===== src/rtl/qlearn_pkg.sv =====
// qlearn_pkg: shared widths, FSM state encoding, issue payload and the
// action LFSR step used by the Q-learning episode scheduler.
package qlearn_pkg;

  localparam int STATE_W  = 6;
  localparam int ACTION_W = 2;

  // Galois feedback mask for x^16 + x^14 + x^13 + x^11 + 1 (right-shifting form)
  localparam logic [15:0] LFSR_POLY = 16'hB400;

  typedef enum logic [2:0] {
    ST_IDLE,
    ST_SELECT,
    ST_ISSUE,
    ST_DRAIN,
    ST_DONE
  } state_t;

  typedef struct packed {
    logic [STATE_W-1:0]  s;
    logic [ACTION_W-1:0] a;
    logic [STATE_W-1:0]  ns;
  } issue_t;

  // One step of the action LFSR; a zero state would lock up, so seeds must be nonzero
  function automatic logic [15:0] lfsr_step(input logic [15:0] cur);
    return {1'b0, cur[15:1]} ^ (cur[0] ? LFSR_POLY : 16'h0000);
  endfunction

endpackage


===== src/rtl/qlearn_episode_ctrl_if.sv =====
// qlearn_episode_ctrl_if: link between the episode scheduler (master) and the
// update pipeline / next-state ROM side (slave).
interface qlearn_episode_ctrl_if;
  import qlearn_pkg::*;

  logic [STATE_W+ACTION_W-1:0] ns_addr;
  logic [STATE_W-1:0]          ns_data;
  logic                        issue_valid;
  logic                        issue_ready;
  logic [STATE_W-1:0]          issue_s;
  logic [ACTION_W-1:0]         issue_a;
  logic [STATE_W-1:0]          issue_ns;
  logic                        retire;

  modport master (
    output ns_addr, issue_valid, issue_s, issue_a, issue_ns,
    input  ns_data, issue_ready, retire
  );

  modport slave (
    input  ns_addr, issue_valid, issue_s, issue_a, issue_ns,
    output ns_data, issue_ready, retire
  );

endinterface


===== src/rtl/qlearn_scoreboard.sv =====
// qlearn_scoreboard: in-order FIFO of states whose Qmax write is still in
// flight, with a parallel compare of one state against every valid entry.
module qlearn_scoreboard
  import qlearn_pkg::*;
#(
  parameter int DEPTH = 4
) (
  input  logic               i_clk,
  input  logic               i_rst_n,
  input  logic               i_push,
  input  logic [STATE_W-1:0] i_push_state,
  input  logic               i_pop,
  input  logic [STATE_W-1:0] i_match_state,
  output logic               o_match,
  output logic               o_full,
  output logic               o_empty
);

  localparam int PTR_W = (DEPTH > 1) ? $clog2(DEPTH) : 1;
  localparam int CNT_W = $clog2(DEPTH + 1);

  logic [STATE_W-1:0] entry [DEPTH];
  logic [DEPTH-1:0]   vld;
  logic [PTR_W-1:0]   wr_ptr;
  logic [PTR_W-1:0]   rd_ptr;
  logic [CNT_W-1:0]   count;
  logic               push_ok;
  logic               pop_ok;

  function automatic logic [PTR_W-1:0] ptr_inc(input logic [PTR_W-1:0] p);
    return (p == PTR_W'(DEPTH - 1)) ? '0 : p + 1'b1;
  endfunction

  assign o_full  = (count == CNT_W'(DEPTH));
  assign o_empty = (count == '0);
  assign push_ok = i_push && !o_full;
  assign pop_ok  = i_pop && !o_empty;

  // Entry payload storage; only the valid bits need a reset value
  always_ff @(posedge i_clk) begin
    if (push_ok) begin
      entry[wr_ptr] <= i_push_state;
    end
  end

  // Pointers, occupancy and valid bits; push and pop together keep occupancy
  always_ff @(posedge i_clk) begin
    if (!i_rst_n) begin
      wr_ptr <= '0;
      rd_ptr <= '0;
      count  <= '0;
      vld    <= '0;
    end else begin
      if (push_ok) begin
        wr_ptr      <= ptr_inc(wr_ptr);
        vld[wr_ptr] <= 1'b1;
      end
      if (pop_ok) begin
        rd_ptr      <= ptr_inc(rd_ptr);
        vld[rd_ptr] <= 1'b0;
      end
      case ({push_ok, pop_ok})
        2'b10:   count <= count + 1'b1;
        2'b01:   count <= count - 1'b1;
        default: count <= count;
      endcase
    end
  end

  // Any valid entry equal to the probe state means a pending Qmax write to it
  always_comb begin
    o_match = 1'b0;
    for (int i = 0; i < DEPTH; i++) begin
      if (vld[i] && (entry[i] == i_match_state)) begin
        o_match = 1'b1;
      end
    end
  end

endmodule


===== src/rtl/qlearn_episode_ctrl.sv =====
// qlearn_episode_ctrl: runs Q-learning episodes, drawing actions from an LFSR,
// reading the next-state ROM and issuing {s, a, ns} updates to the pipeline.
// Optional feature macro: QLEARN_CTRL_HAZARD_EN enables the stall that keeps a
// Qmax read of state ns from overtaking a pending Qmax write to ns.
module qlearn_episode_ctrl
  import qlearn_pkg::*;
#(
  parameter int          PIPE_DEPTH = 4,
  parameter int          STEP_W     = 8,
  parameter int          EP_W       = 16,
  parameter logic [15:0] LFSR_SEED  = 16'hACE1
) (
  input  logic                  i_clk,
  input  logic                  i_rst_n,
  input  logic                  i_start,
  input  logic [STATE_W-1:0]    i_start_state,
  input  logic [STATE_W-1:0]    i_end_state,
  input  logic [STEP_W-1:0]     i_max_steps,
  input  logic [EP_W-1:0]       i_num_episodes,
  qlearn_episode_ctrl_if.master pipe,
  output logic                  o_busy,
  output logic                  o_done,
  output logic [EP_W-1:0]       o_episode_cnt,
  output logic [STEP_W-1:0]     o_step_cnt,
  output logic                  o_err
);

  state_t             state;
  issue_t             pay;
  logic [15:0]        lfsr;
  logic [15:0]        lfsr_adv;
  logic [STATE_W-1:0] start_q;
  logic [STATE_W-1:0] end_q;
  logic [STEP_W-1:0]  max_q;
  logic [EP_W-1:0]    num_q;
  logic [STEP_W-1:0]  step_inc;
  logic [EP_W-1:0]    ep_inc;
  logic               sb_full;
  logic               sb_empty;
  logic               sb_match;
  logic               hazard;
  logic               issue_valid;
  logic               issue_fire;
  logic               last_step;

  qlearn_scoreboard #(
    .DEPTH (PIPE_DEPTH)
  ) u_scoreboard (
    .i_clk         (i_clk),
    .i_rst_n       (i_rst_n),
    .i_push        (issue_fire),
    .i_push_state  (pay.s),
    .i_pop         (pipe.retire),
    .i_match_state (pay.ns),
    .o_match       (sb_match),
    .o_full        (sb_full),
    .o_empty       (sb_empty)
  );

`ifdef QLEARN_CTRL_HAZARD_EN
  assign hazard = sb_match;
`else
  logic unused_match;
  assign unused_match = sb_match;
  assign hazard       = 1'b0;
`endif

  assign lfsr_adv    = lfsr_step(lfsr);
  assign step_inc    = o_step_cnt + 1'b1;
  assign ep_inc      = o_episode_cnt + 1'b1;
  assign issue_valid = (state == ST_ISSUE) && !sb_full && !hazard;
  assign issue_fire  = issue_valid && pipe.issue_ready;
  assign last_step   = (pay.ns == end_q) ||
                       ((max_q != '0) && (step_inc == max_q));

  assign pipe.ns_addr     = {pay.s, pay.a};
  assign pipe.issue_valid = issue_valid;
  assign pipe.issue_s     = pay.s;
  assign pipe.issue_a     = pay.a;
  assign pipe.issue_ns    = pay.ns;
  assign o_busy           = (state != ST_IDLE);

  // Episode FSM; every entry into SELECT advances the LFSR and picks the action
  always_ff @(posedge i_clk) begin
    if (!i_rst_n) begin
      state         <= ST_IDLE;
      pay           <= '0;
      lfsr          <= LFSR_SEED;
      start_q       <= '0;
      end_q         <= '0;
      max_q         <= '0;
      num_q         <= '0;
      o_step_cnt    <= '0;
      o_episode_cnt <= '0;
      o_done        <= 1'b0;
      o_err         <= 1'b0;
    end else begin
      o_done <= 1'b0;
      if (pipe.retire && sb_empty) begin
        o_err <= 1'b1;
      end
      case (state)
        ST_IDLE: begin
          if (i_start) begin
            start_q       <= i_start_state;
            end_q         <= i_end_state;
            max_q         <= i_max_steps;
            num_q         <= i_num_episodes;
            o_step_cnt    <= '0;
            o_episode_cnt <= '0;
            if (i_num_episodes == '0) begin
              o_done <= 1'b1;
              state  <= ST_DONE;
            end else begin
              pay.s <= i_start_state;
              pay.a <= lfsr_adv[ACTION_W-1:0];
              lfsr  <= lfsr_adv;
              state <= ST_SELECT;
            end
          end
        end
        ST_SELECT: begin
          pay.ns <= pipe.ns_data;
          state  <= ST_ISSUE;
        end
        ST_ISSUE: begin
          if (issue_fire) begin
            o_step_cnt <= step_inc;
            pay.s      <= pay.ns;
            if (last_step) begin
              state <= ST_DRAIN;
            end else begin
              pay.a <= lfsr_adv[ACTION_W-1:0];
              lfsr  <= lfsr_adv;
              state <= ST_SELECT;
            end
          end
        end
        ST_DRAIN: begin
          if (sb_empty) begin
            o_episode_cnt <= ep_inc;
            if (ep_inc == num_q) begin
              o_done <= 1'b1;
              state  <= ST_DONE;
            end else begin
              pay.s      <= start_q;
              pay.a      <= lfsr_adv[ACTION_W-1:0];
              lfsr       <= lfsr_adv;
              o_step_cnt <= '0;
              state      <= ST_SELECT;
            end
          end
        end
        ST_DONE: begin
          state <= ST_IDLE;
        end
        default: begin
          state <= ST_IDLE;
        end
      endcase
    end
  end

endmodule


===== src/flat_wrapper.sv =====
// flat-port wrapper written by rule: the top's interface ports become plain ports
module qlearn_episode_ctrl_flat import qlearn_pkg::*;
#(
  parameter int          PIPE_DEPTH = 4,
  parameter int          STEP_W     = 8,
  parameter int          EP_W       = 16,
  parameter logic [15:0] LFSR_SEED  = 16'hACE1
)
  (i_clk, i_rst_n, i_start, i_start_state, i_end_state, i_max_steps, i_num_episodes, o_busy, o_done, o_episode_cnt, o_step_cnt, o_err, pipe_ns_addr, pipe_issue_valid, pipe_issue_s, pipe_issue_a, pipe_issue_ns, pipe_ns_data, pipe_issue_ready, pipe_retire);
  qlearn_episode_ctrl_if pipe_i ();
  input  logic i_clk;
  input  logic i_rst_n;
  input  logic i_start;
  input  logic [STATE_W-1:0] i_start_state;
  input  logic [STATE_W-1:0] i_end_state;
  input  logic [STEP_W-1:0] i_max_steps;
  input  logic [EP_W-1:0] i_num_episodes;
  output logic o_busy;
  output logic o_done;
  output logic [EP_W-1:0] o_episode_cnt;
  output logic [STEP_W-1:0] o_step_cnt;
  output logic o_err;
  output wire logic [$bits(pipe_i.ns_addr)-1:0] pipe_ns_addr;
  output wire logic [$bits(pipe_i.issue_valid)-1:0] pipe_issue_valid;
  output wire logic [$bits(pipe_i.issue_s)-1:0] pipe_issue_s;
  output wire logic [$bits(pipe_i.issue_a)-1:0] pipe_issue_a;
  output wire logic [$bits(pipe_i.issue_ns)-1:0] pipe_issue_ns;
  input wire logic [$bits(pipe_i.ns_data)-1:0] pipe_ns_data;
  input wire logic [$bits(pipe_i.issue_ready)-1:0] pipe_issue_ready;
  input wire logic [$bits(pipe_i.retire)-1:0] pipe_retire;
  assign pipe_ns_addr = pipe_i.ns_addr;
  assign pipe_issue_valid = pipe_i.issue_valid;
  assign pipe_issue_s = pipe_i.issue_s;
  assign pipe_issue_a = pipe_i.issue_a;
  assign pipe_issue_ns = pipe_i.issue_ns;
  assign pipe_i.ns_data = pipe_ns_data;
  assign pipe_i.issue_ready = pipe_issue_ready;
  assign pipe_i.retire = pipe_retire;
  qlearn_episode_ctrl #(.PIPE_DEPTH(PIPE_DEPTH), .STEP_W(STEP_W), .EP_W(EP_W), .LFSR_SEED(LFSR_SEED)) u_core (.i_clk(i_clk), .i_rst_n(i_rst_n), .i_start(i_start), .i_start_state(i_start_state), .i_end_state(i_end_state), .i_max_steps(i_max_steps), .i_num_episodes(i_num_episodes), .pipe(pipe_i), .o_busy(o_busy), .o_done(o_done), .o_episode_cnt(o_episode_cnt), .o_step_cnt(o_step_cnt), .o_err(o_err));
endmodule

===== config.mk =====
export PLATFORM = sky130hd
export DESIGN_NAME = qlearn_episode_ctrl_flat
export DESIGN_NICKNAME = d
export VERILOG_FILES = /design/src/rtl/qlearn_pkg.sv /design/src/rtl/qlearn_episode_ctrl_if.sv /design/src/rtl/qlearn_scoreboard.sv /design/src/rtl/qlearn_episode_ctrl.sv /design/src/flat_wrapper.sv
export SDC_FILE = /design/constraint.sdc
export NUM_CORES = 1
export LEC_CHECK = 0
export ABC_CLOCK_PERIOD_IN_PS = 3400
export CAP_MARGIN = 20
export CORE_ASPECT_RATIO = 0.7
export CORE_UTILIZATION = 50
export CTS_CLUSTER_SIZE = 14
export DETAILED_ROUTE_END_ITERATION = 12
export GPL_ROUTABILITY_DRIVEN = 0
export PLACE_DENSITY = 0.75
export SYNTH_ARGS = -nofsm -noshare
export SYNTH_HDL_FRONTEND = slang
export SYNTH_SLANG_ARGS = --single-unit
export TNS_END_PERCENT = 30

===== constraint.sdc =====
create_clock -name i_clk -period 3.4 [get_ports i_clk]
set_input_delay 0.68 -clock i_clk [delete_from_list [all_inputs] [get_ports i_clk]]
set_output_delay 0.68 -clock i_clk [all_outputs]
set_load 0.03 [all_outputs]

# After elaboration in Yosys (flattened, before gate mapping)
# Index checks and enable logic that the tools add are counted.
# word_totals
reg_bits,98
input_bits,47
output_inout_bits,50
wordCells,93
# classes
add_sub_neg,4
n_eq_ne,15
muxes,36
bitwise_logic,1
n_reduce_logical,23
# op_table
cell,n
16-bit 2-to-1 mux,9
8-bit 2-to-1 mux,9
16-bit case mux with 3 select lines,1
8-bit case mux with 3 select lines,2
16-bit case mux with 2 select lines,1
"16-bit by 1-bit adder with 16-bit output, second input constant",1
16-bit equality test,1
16-bit zero test,1
15-bit by 16-bit XOR with 16-bit output,1
3-bit 2-to-1 mux,5
3-bit case mux with 4 select lines,1
"2-bit inequality test, second input constant",5
"8-bit by 1-bit adder with 8-bit output, second input constant",1
8-bit equality test,1
8-bit nonzero test,1
7-bit AND reduction,1
"3-bit by 2-bit equality test with 1-bit output, second input constant",2
6-bit equality test,1
1-bit logical AND,6
3-bit zero test,2
3-bit case mux with 2 select lines,1
3-bit AND reduction,2
6-bit AND reduction,1
3-bit nonzero test,2
15 further kinds,21

# Logic depth before layout (Yosys ltp)
# Gate-level depths: netlist of run 1.
# logic_depth
word_depth,7
depth_mapped,13
ltp_nobuf,10

# Hierarchy
# A second synthesis of run 1 with hierarchy kept.
# hier_totals
cells_unflattened,730
area_unflattened_um2,6706.4
# by_module_without_submodules
mod,instances,cells_each,area_per_inst_um2,seq_area_each_um2
qlearn_episode_ctrl,1,603,5092.4,1881.8
qlearn_scoreboard,1,127,1614.0,940.9

# Worst setup path before layout of run 1
# OpenSTA, ideal clock, no wires.
# synth_path
kind,reg-to-reg
from,register u_core.o_episode_cnt[0]
to,register u_core.pay (netlist bit u_core.pipe.issue_s[3])
setup_ns,0.132
arrival_ns,2.916
required_time_ns,3.268
path_slack_ns,0.352
path_stages_with_launch,11
n_path_buf,2
synth_period_minus_slack_ns,3.048
cell_sequence,dfxtp_1 -> ha_1 -> nand3_4 -> or3_4 -> a2111oi_4 -> o211ai_2 -> or4_1 -> buf_6 -> buf_8 -> o2111ai_1 -> a21oi_1
# synth_between
elab_chain_cells,4
# synth_rtl
element,line,rtl
start: declaration,qlearn_episode_ctrl.sv:23,"output logic [EP_W-1:0] o_episode_cnt,"
start signal: assignment,qlearn_episode_ctrl.sv:141,o_episode_cnt <= ep_inc;
16-bit by 1-bit adder with 16-bit output,qlearn_episode_ctrl.sv:70,assign ep_inc = o_episode_cnt + 1'b1;
16-bit equality test,qlearn_episode_ctrl.sv:142,if (ep_inc == num_q) begin
2-bit inequality test (no line),n/a,
6-bit AND reduction (no line),n/a,
end: declaration,qlearn_episode_ctrl.sv:29,issue_t pay;
# No other way between the ends.
# A chain may end at the register's enable or synchronous reset.

# Worst setup path after layout of run 1
# layout_path
from,register u_core.o_episode_cnt[0]
to,register u_core.lfsr[6]
# layout_between
elab_chain_cells,4
# layout_rtl
element,line,rtl
16-bit by 1-bit adder with 16-bit output,qlearn_episode_ctrl.sv:70,
16-bit equality test,qlearn_episode_ctrl.sv:142,
2-bit inequality test (no line),n/a,
7-bit AND reduction (no line),n/a,
end signal: assignment,qlearn_episode_ctrl.sv:117,lfsr <= lfsr_adv;
end signal: assignment,qlearn_episode_ctrl.sv:134,lfsr <= lfsr_adv;
end signal: assignment,qlearn_episode_ctrl.sv:148,lfsr <= lfsr_adv;
end: declaration,qlearn_episode_ctrl.sv:30,logic [15:0] lfsr;
# No other way between the ends.

==> reports/qor.yml, run 1 <==
place:
  place_area_mm2: 0.00594
  portBuffers: 96
  place_ws_ns: 0.176
  hpwl_mm: 9.89
timing:
  clock.fmax_mhz: 326
  worst_slack_ns: 0.330
  drv_slew: 0
  relSlewSlack_pct: 44.2
  hold_viol_final: 0
  rsz0062_at_grt: "no"
  hold_ws_ns: 0.459
  tightest_slew_ns: 0.830
  clock_skew_ns: 0.00766
  setup_viol: 0
  min_period_over_period_pct: 90.3
  period_needed_ns: 3.07
  setup_tns_ns: 0
die:
  die_y_um: 85.2
  start_util_pct: 53.1
  coreArea_mm2: 0.00933
  die_w_um: 121
  num_io_pins: 97
  rows: 29
  dieArea_mm2: 0.0103
clocking:
  post_cts_buffers: 0
  htreeDepth: 3
  clk_latency_ns: 0.35
  cts_buffer_depth: 2
  post_cts_resized: 0
  cts_hold_buf: 0
  clk_transition_reported_paths_ns: 0.07
  cts_tree: "built"
  cts_buffers: 9
  cts_root_buf: "clkbuf_16"
  cts_num_sinks: 97
worst_setup_path:
  critPathCaptureType: "register"
  cp_data_required_time_ns: 3.68
  criticalPathCategory: "register to register"
  cp_slowest_cell: "or4_4"
  arrival_ns: 3.35
  cpPeakStageDelay_ns: 0.65
  start_kind: "register"
  path_cells: "ha_1 > nand3_4 > nor4_1 > buf_4 > xnor2_1 > o211ai_2 > or4_4 > nand2_4 > mux2i_1"
  worstPathMaxFanout: 16
finish:
  multi_input_area_mm2: 0.00274
  area_growth_pct: 26.7
  design_area_mm2: 0.00627
  seqCellArea_mm2: 0.00194
  nFillCells: 749
  nNetsFinal: 742
  drive_gt1_share_pct: 6.61
  antennaDiodeCount: 0
yosys:
  synth_edf_count: 0
  synthesis.area_mm2: 0.00495
  yosys-top-cells-area: "dfxtp_1 39%, nand2_1 8.5%, a21oi_1 7.1%, mux2i_1 4.5%, o21ai_0 4.2%"
  ys_warn_count: 0
  synth_common_cells: "112 x nand2_1, 97 x dfxtp_1, 70 x a21oi_1, 42 x o21ai_0, 41 x nor2_1"
  syn_inst: 618
  yosysTopAreaCell: "dfxtp_1"
  ys_seq_area_share_pct: 39.2
  synth_top_area_share_pct: 39.2
  synth_most_common_cell: "nand2_1"
  synth_cell_type_count: 58
  synth_fp_nets: 669
  synthFlopType: "dfxtp_1"
  ys_ff_latch: 97
  synthArstFlopShare_pct: 0
  avgSynthCellArea_um2: 8.01
power:
  cellPowerDensity_mw_per_mm2: 470
  power_mw: 2.95
  power_leakage_nw: 2.25
  ir_worst_vdd_uv: 349
global_routing:
  grtUsageTotal_pct: 27.1
  grt_pass1_vias: 4248
  grt_overflow: 0
  antenna_found_initial: 0
  grt_max_degree: 59
  grt_pass1_wl_mm: 21.7
route:
  drt_iter0_drc: 534
  drc: 0
  routedWlPerCell_um: 16.6
  vias_per_cell: 5.75
  ant_nets: 0
  routed_wl_mm: 13.6
  firstDrtPassIters: 5
  dr_total_vias: 4719
run:
  cap_violations: 0
outcome:
  outcome: "finished, final reports clean"
min_path:
  hold_path_class: "register to register"
## worst paths after layout
kind,start,endpoint,slack [ns],depth (start not counted)
setup / recovery,u_core.o_episode_cnt[0]$_SDFFE_PN0P_,u_core.lfsr[6]$_SDFFE_PN1P_,0.33,9
hold / removal,u_core.start_q[0]$_SDFFE_PN0P_,u_core.start_q[0]$_SDFFE_PN0P_,0.46,2
setup reg to reg,u_core.o_episode_cnt[0]$_SDFFE_PN0P_,u_core.lfsr[6]$_SDFFE_PN1P_,0.33,9
hold reg to reg,u_core.start_q[0]$_SDFFE_PN0P_,u_core.start_q[0]$_SDFFE_PN0P_,0.46,2
## routing by layer
layer | part of all wire, % | wire, µm | up-vias | GRT usage (%)
li1 | - | - | 2290 | -
met1 | 48 | 6550 | 2182 | 40.7
met2 | 41 | 5500 | 230 | 37.5
met3 | 10 | 1390 | 17 | 6.92
met4 | 1.0 | 140 | 0 | 7.97
met5 | 0 | 0 | - | 0
## worst max-delay path: cells and delay by family, from the launching register on
family                   cells  cell delay [ns]
buffers and inverters        1             0.21
AND/OR/NAND/NOR              4             1.41
AO/OA/AOI/OAI                1             0.18
flip-flops                   1             0.46
adder cells (fa/ha/maj)      1             0.36
multiplexers                 1             0.20
XOR/XNOR                     1             0.19
## placed cells by master (no fill, tap or decap), types with 3 or more instances in the layout
master,n
ha_1,3
nor4_1,13
o21ai_0,42
nor2b_1,3
nand2b_1,3
a31oi_1,7
o2111ai_1,6
o21bai_1,3
a211oi_1,4
clkdlybuf4s50_1,96
nand3_1,18
xnor2_1,23
mux2i_1,22
a21oi_1,70
nand2_1,112
buf_4,12
and3_1,5
clkbuf_16,9
xor2_1,22
inv_1,8
and2_1,3
dfxtp_1,97
nor3_1,13
or3_1,6
nor2_1,41
nand4_1,8
and4_1,3
## through the flow
| stage | instances | util [%] |
|---|---|---|
| floorplan | 618 | - |
| global placement | 803 | 63.6 |
| detailed placement | 804 | 63.7 |
| CTS | 820 | 67.1 |
| global route | 820 | 67.2 |
| finish | 820 | 67.2 |
## registers in the layout, indices dropped and copies added, names as in the netlist
signal / cells
u_core.max_q: 8
u_core.num_q: 16
u_core.o_done: 1
u_core.lfsr: 16
u_core.o_err: 1
u_core.o_episode_cnt: 16
u_core.o_step_cnt: 8
u_core.state: 3
u_core.start_q: 6
u_core.u_scoreboard.count: 3
u_core.pipe.issue_ns: 6
u_core.pipe.issue_a: 1
u_core.end_q: 6
u_core.pipe.issue_s: 6
## area by class of cell
class | count | share of cell area (%)
Clock buffer | 10 | 3.65
Clock inverter | 6 | 1.44
Inverter | 9 | 0.539
Multi-Input combinational cell | 464 | 43.8
Sequential cell | 97 | 31.0
Tap cell | 124 | 2.47
Timing Repair Buffer | 110 | 17.2
## power breakdown
| group | internal (mW) | switching [mW] | leakage (nW) |
|---|---|---|---|
| sequential | 1.21 | 0.0721 | 0.792 |
| clock | 0.647 | 0.439 | 0.153 |
| combinational | 0.244 | 0.332 | 1.31 |
| total | 2.10 | 0.843 | 2.25 |
## cell families (layout without fill, tap and decap cells)
family          count (synthesis)  after routing  share of synthesized area [%]
compound gates                149            149                           17.9
xor+xnor                       45             45                           7.96
fa+ha+maj                       4              4                           1.16
buf+inv                        57            135                           5.59
flops                          97             97                           39.2
mux                            22             22                           4.45
simple gates                  244            244                           23.7
Power figures use the tool's default switching activity.
==> run 2, diff against run 1 <==
- CORE_UTILIZATION: 50 -> 35
- PLACE_DENSITY: 0.75 -> 0.55
==> run 2 against run 1 <==
  * First-iteration DRC count decreased by 37%
  * Clock power fell by 9%
  * Critical path depth down 1
  * Via count decreased by 2.5%
  * Hold slack got worse by 0.0037 ns
  * Worst setup slack worse by 0.052 ns
  * Wire length up 2.3%
  * Final cell count rose by 7.6%
  * Flip-flop and latch count stayed put
  * Die area grew 42%
  * Combinational power hardly changed
==> reports/qor.yml, run 2 (synthesis gave the netlist of run 1 again) <==
clocking:
  cts_root_buf: "clkbuf_16"
  post_cts_buffers: 0
  clk_latency_ns: 0.35
  cts_hold_buf: 0
  cts_buffer_depth: 2
  cts_num_sinks: 97
  clk_transition_reported_paths_ns: 0.07
  cts_buffers: 9
  htreeDepth: 3
  cts_tree: "built"
outcome:
  outcome: "finished, final reports clean"
route:
  routedWlPerCell_um: 15.8
  firstDrtPassIters: 5
  vias_per_cell: 5.21
  routed_wl_mm: 13.9
  drc: 0
  drt_iter0_drc: 339
  dr_total_vias: 4599
  ant_nets: 0
worst_setup_path:
  timing.rr.start: "u_core.o_episode_cnt[0]$_SDFFE_PN0P_"
  cp_top_family: "simple AND/OR/NAND/NOR gates"
  r2r-end: "u_core.lfsr[5]$_SDFFE_PN1P_"
  arrival_ns: 3.36
  cp_slowest_cell: "nor4_4"
  start_kind: "register"
  path_cells: "ha_1 > nand3_4 > or3_4 > a2111oi_4 > o211ai_2 > nor4_4 > nor2_1 > o31a_1"
  rrSetupSlack_ns: 0.28
  cp.buffers_inverters: 0
  ff2ff_path_depth: 8
  cp_data_required_time_ns: 3.64
  criticalPathCategory: "register to register"
  critPathCaptureType: "register"
  cpPeakStageDelay_ns: 0.49
  worstPathMaxFanout: 9
timing:
  period_needed_ns: 3.12
  relSlewSlack_pct: 53.5
  hold_viol_final: 0
  clock_skew_ns: 0.00811
  setup_viol: 0
  tightest_slew_ns: 0.692
  drv_slew: 0
  min_period_over_period_pct: 91.8
  rsz0062_at_grt: "no"
  setup_tns_ns: 0
  clock.fmax_mhz: 320
  worst_slack_ns: 0.278
finish:
  drive_gt1_share_pct: 6.74
  antennaDiodeCount: 0
  final_cell_mix: "112 x nand2_1, 97 x dfxtp_1, 96 x clkdlybuf4s50_1, 70 x a21oi_1, 42 x o21ai_0"
  nFillCells: 1375
  layout_commonest_cell: "nand2_1"
  area_growth_pct: 27.8
  seqCellArea_mm2: 0.00194
  reg_top3: "u_core.lfsr x16, u_core.num_q x16, u_core.o_episode_cnt x16"
  nNetsFinal: 743
  multi_input_area_mm2: 0.00274
  design_area_mm2: 0.00632
die:
  coreArea_mm2: 0.0135
  num_io_pins: 97
  die_y_um: 101
  start_util_pct: 36.7
  dieArea_mm2: 0.0146
  die_w_um: 144
  rows: 35
global_routing:
  antenna_found_initial: 0
  grt_max_degree: 60
  grtUsageTotal_pct: 19.7
  grt_overflow: 0
  grt_pass1_vias: 4128
  grt_pass1_wl_mm: 22.0
min_path:
  whs_path_depth: 2
  min_from: "u_core.start_q[0]$_SDFFE_PN0P_"
  whs_endpoint: "u_core.start_q[0]$_SDFFE_PN0P_"
  hold_path_class: "register to register"
power:
  ir_worst_vdd_uv: 231
  power_mw: 2.86
  cellPowerDensity_mw_per_mm2: 452
  power_leakage_nw: 2.24
place:
  portBuffers: 96
  hpwl_mm: 10.4
  place_area_mm2: 0.00602
  place_ws_ns: 0.189
run:
  cap_violations: 0
## run 2: cell types whose count changed in the layout (fill, tap and decap cells not counted), sizes merged
cell,before,now
buf,14,15
bufinv,2,0
inv,10,12
## run 2: per-stage QoR
stage | instances | hold WS (ns) | utilization, %
2_1_floorplan | 618 | 0.436 | -
5_1_grt | 882 | 0.472 | 46.9
6_report | 882 | 0.455 | 46.9
4_1_cts | 882 | 0.456 | 46.8
3_3_place_gp | 866 | 0.441 | 44.7
3_5_place_dp | 866 | 0.446 | 44.7
## run 2: cell type report
cell class                 instances  share of cell area [%]
inverter                           9                   0.534
sequential                        97                    30.7
multi-input combinational        464                    43.3
tap                              185                    3.66
clock buffer                      10                    3.78
timing repair buffer             111                    17.2
clock inverter                     6                   0.792
## run 2: power by group
part | switching (mW) | internal, mW | total (mW)
Clock | 0.470 | 0.527 | 0.997
Sequential | 0.0725 | 1.21 | 1.29
Combinational | 0.326 | 0.246 | 0.573
Total | 0.869 | 1.99 | 2.86
## run 2: per-layer routing
metal | GRT usage (%) | part of all wire [%] | vias up
met3 | 4.44 | 6.4 | 9
met1 | 31.2 | 54 | 2141
met4 | 4.34 | 0.79 | 0
met2 | 26.1 | 39 | 151
met5 | 0 | 0 | -
li1 | - | - | 2298
## run 2: tightest hold or removal path, stage by stage, from the launching register on
cell     delay [ns]
dfxtp_1        0.31
nand2_1        0.05
a21oi_1        0.05
## run 2: worst max-delay path by stage
stage | startpoint | endpoint | depth (start not counted)
floorplan | u_core.o_episode_cnt[0]$_SDFFE_PN0P_ | u_core.pipe.issue_s[3]$_SDFFE_PN0P_ | 10
global placement | i_num_episodes[6] | u_core.lfsr[5]$_SDFFE_PN1P_ | 8
finish | u_core.o_episode_cnt[0]$_SDFFE_PN0P_ | u_core.lfsr[5]$_SDFFE_PN1P_ | 8
CTS | u_core.o_step_cnt[1]$_SDFFE_PN0P_ | u_core.lfsr[5]$_SDFFE_PN1P_ | 8
global route | u_core.o_episode_cnt[0]$_SDFFE_PN0P_ | u_core.lfsr[5]$_SDFFE_PN1P_ | 8
detailed placement | i_num_episodes[6] | u_core.lfsr[5]$_SDFFE_PN1P_ | 8
## run 2: timing repair
| action | in CTS | in global routing |
|---|---|---|
| setup endpoints to repair | 0 | 2 |
| resized for setup | 0 | 1 |
| hold endpoints to repair | 0 | 0 |
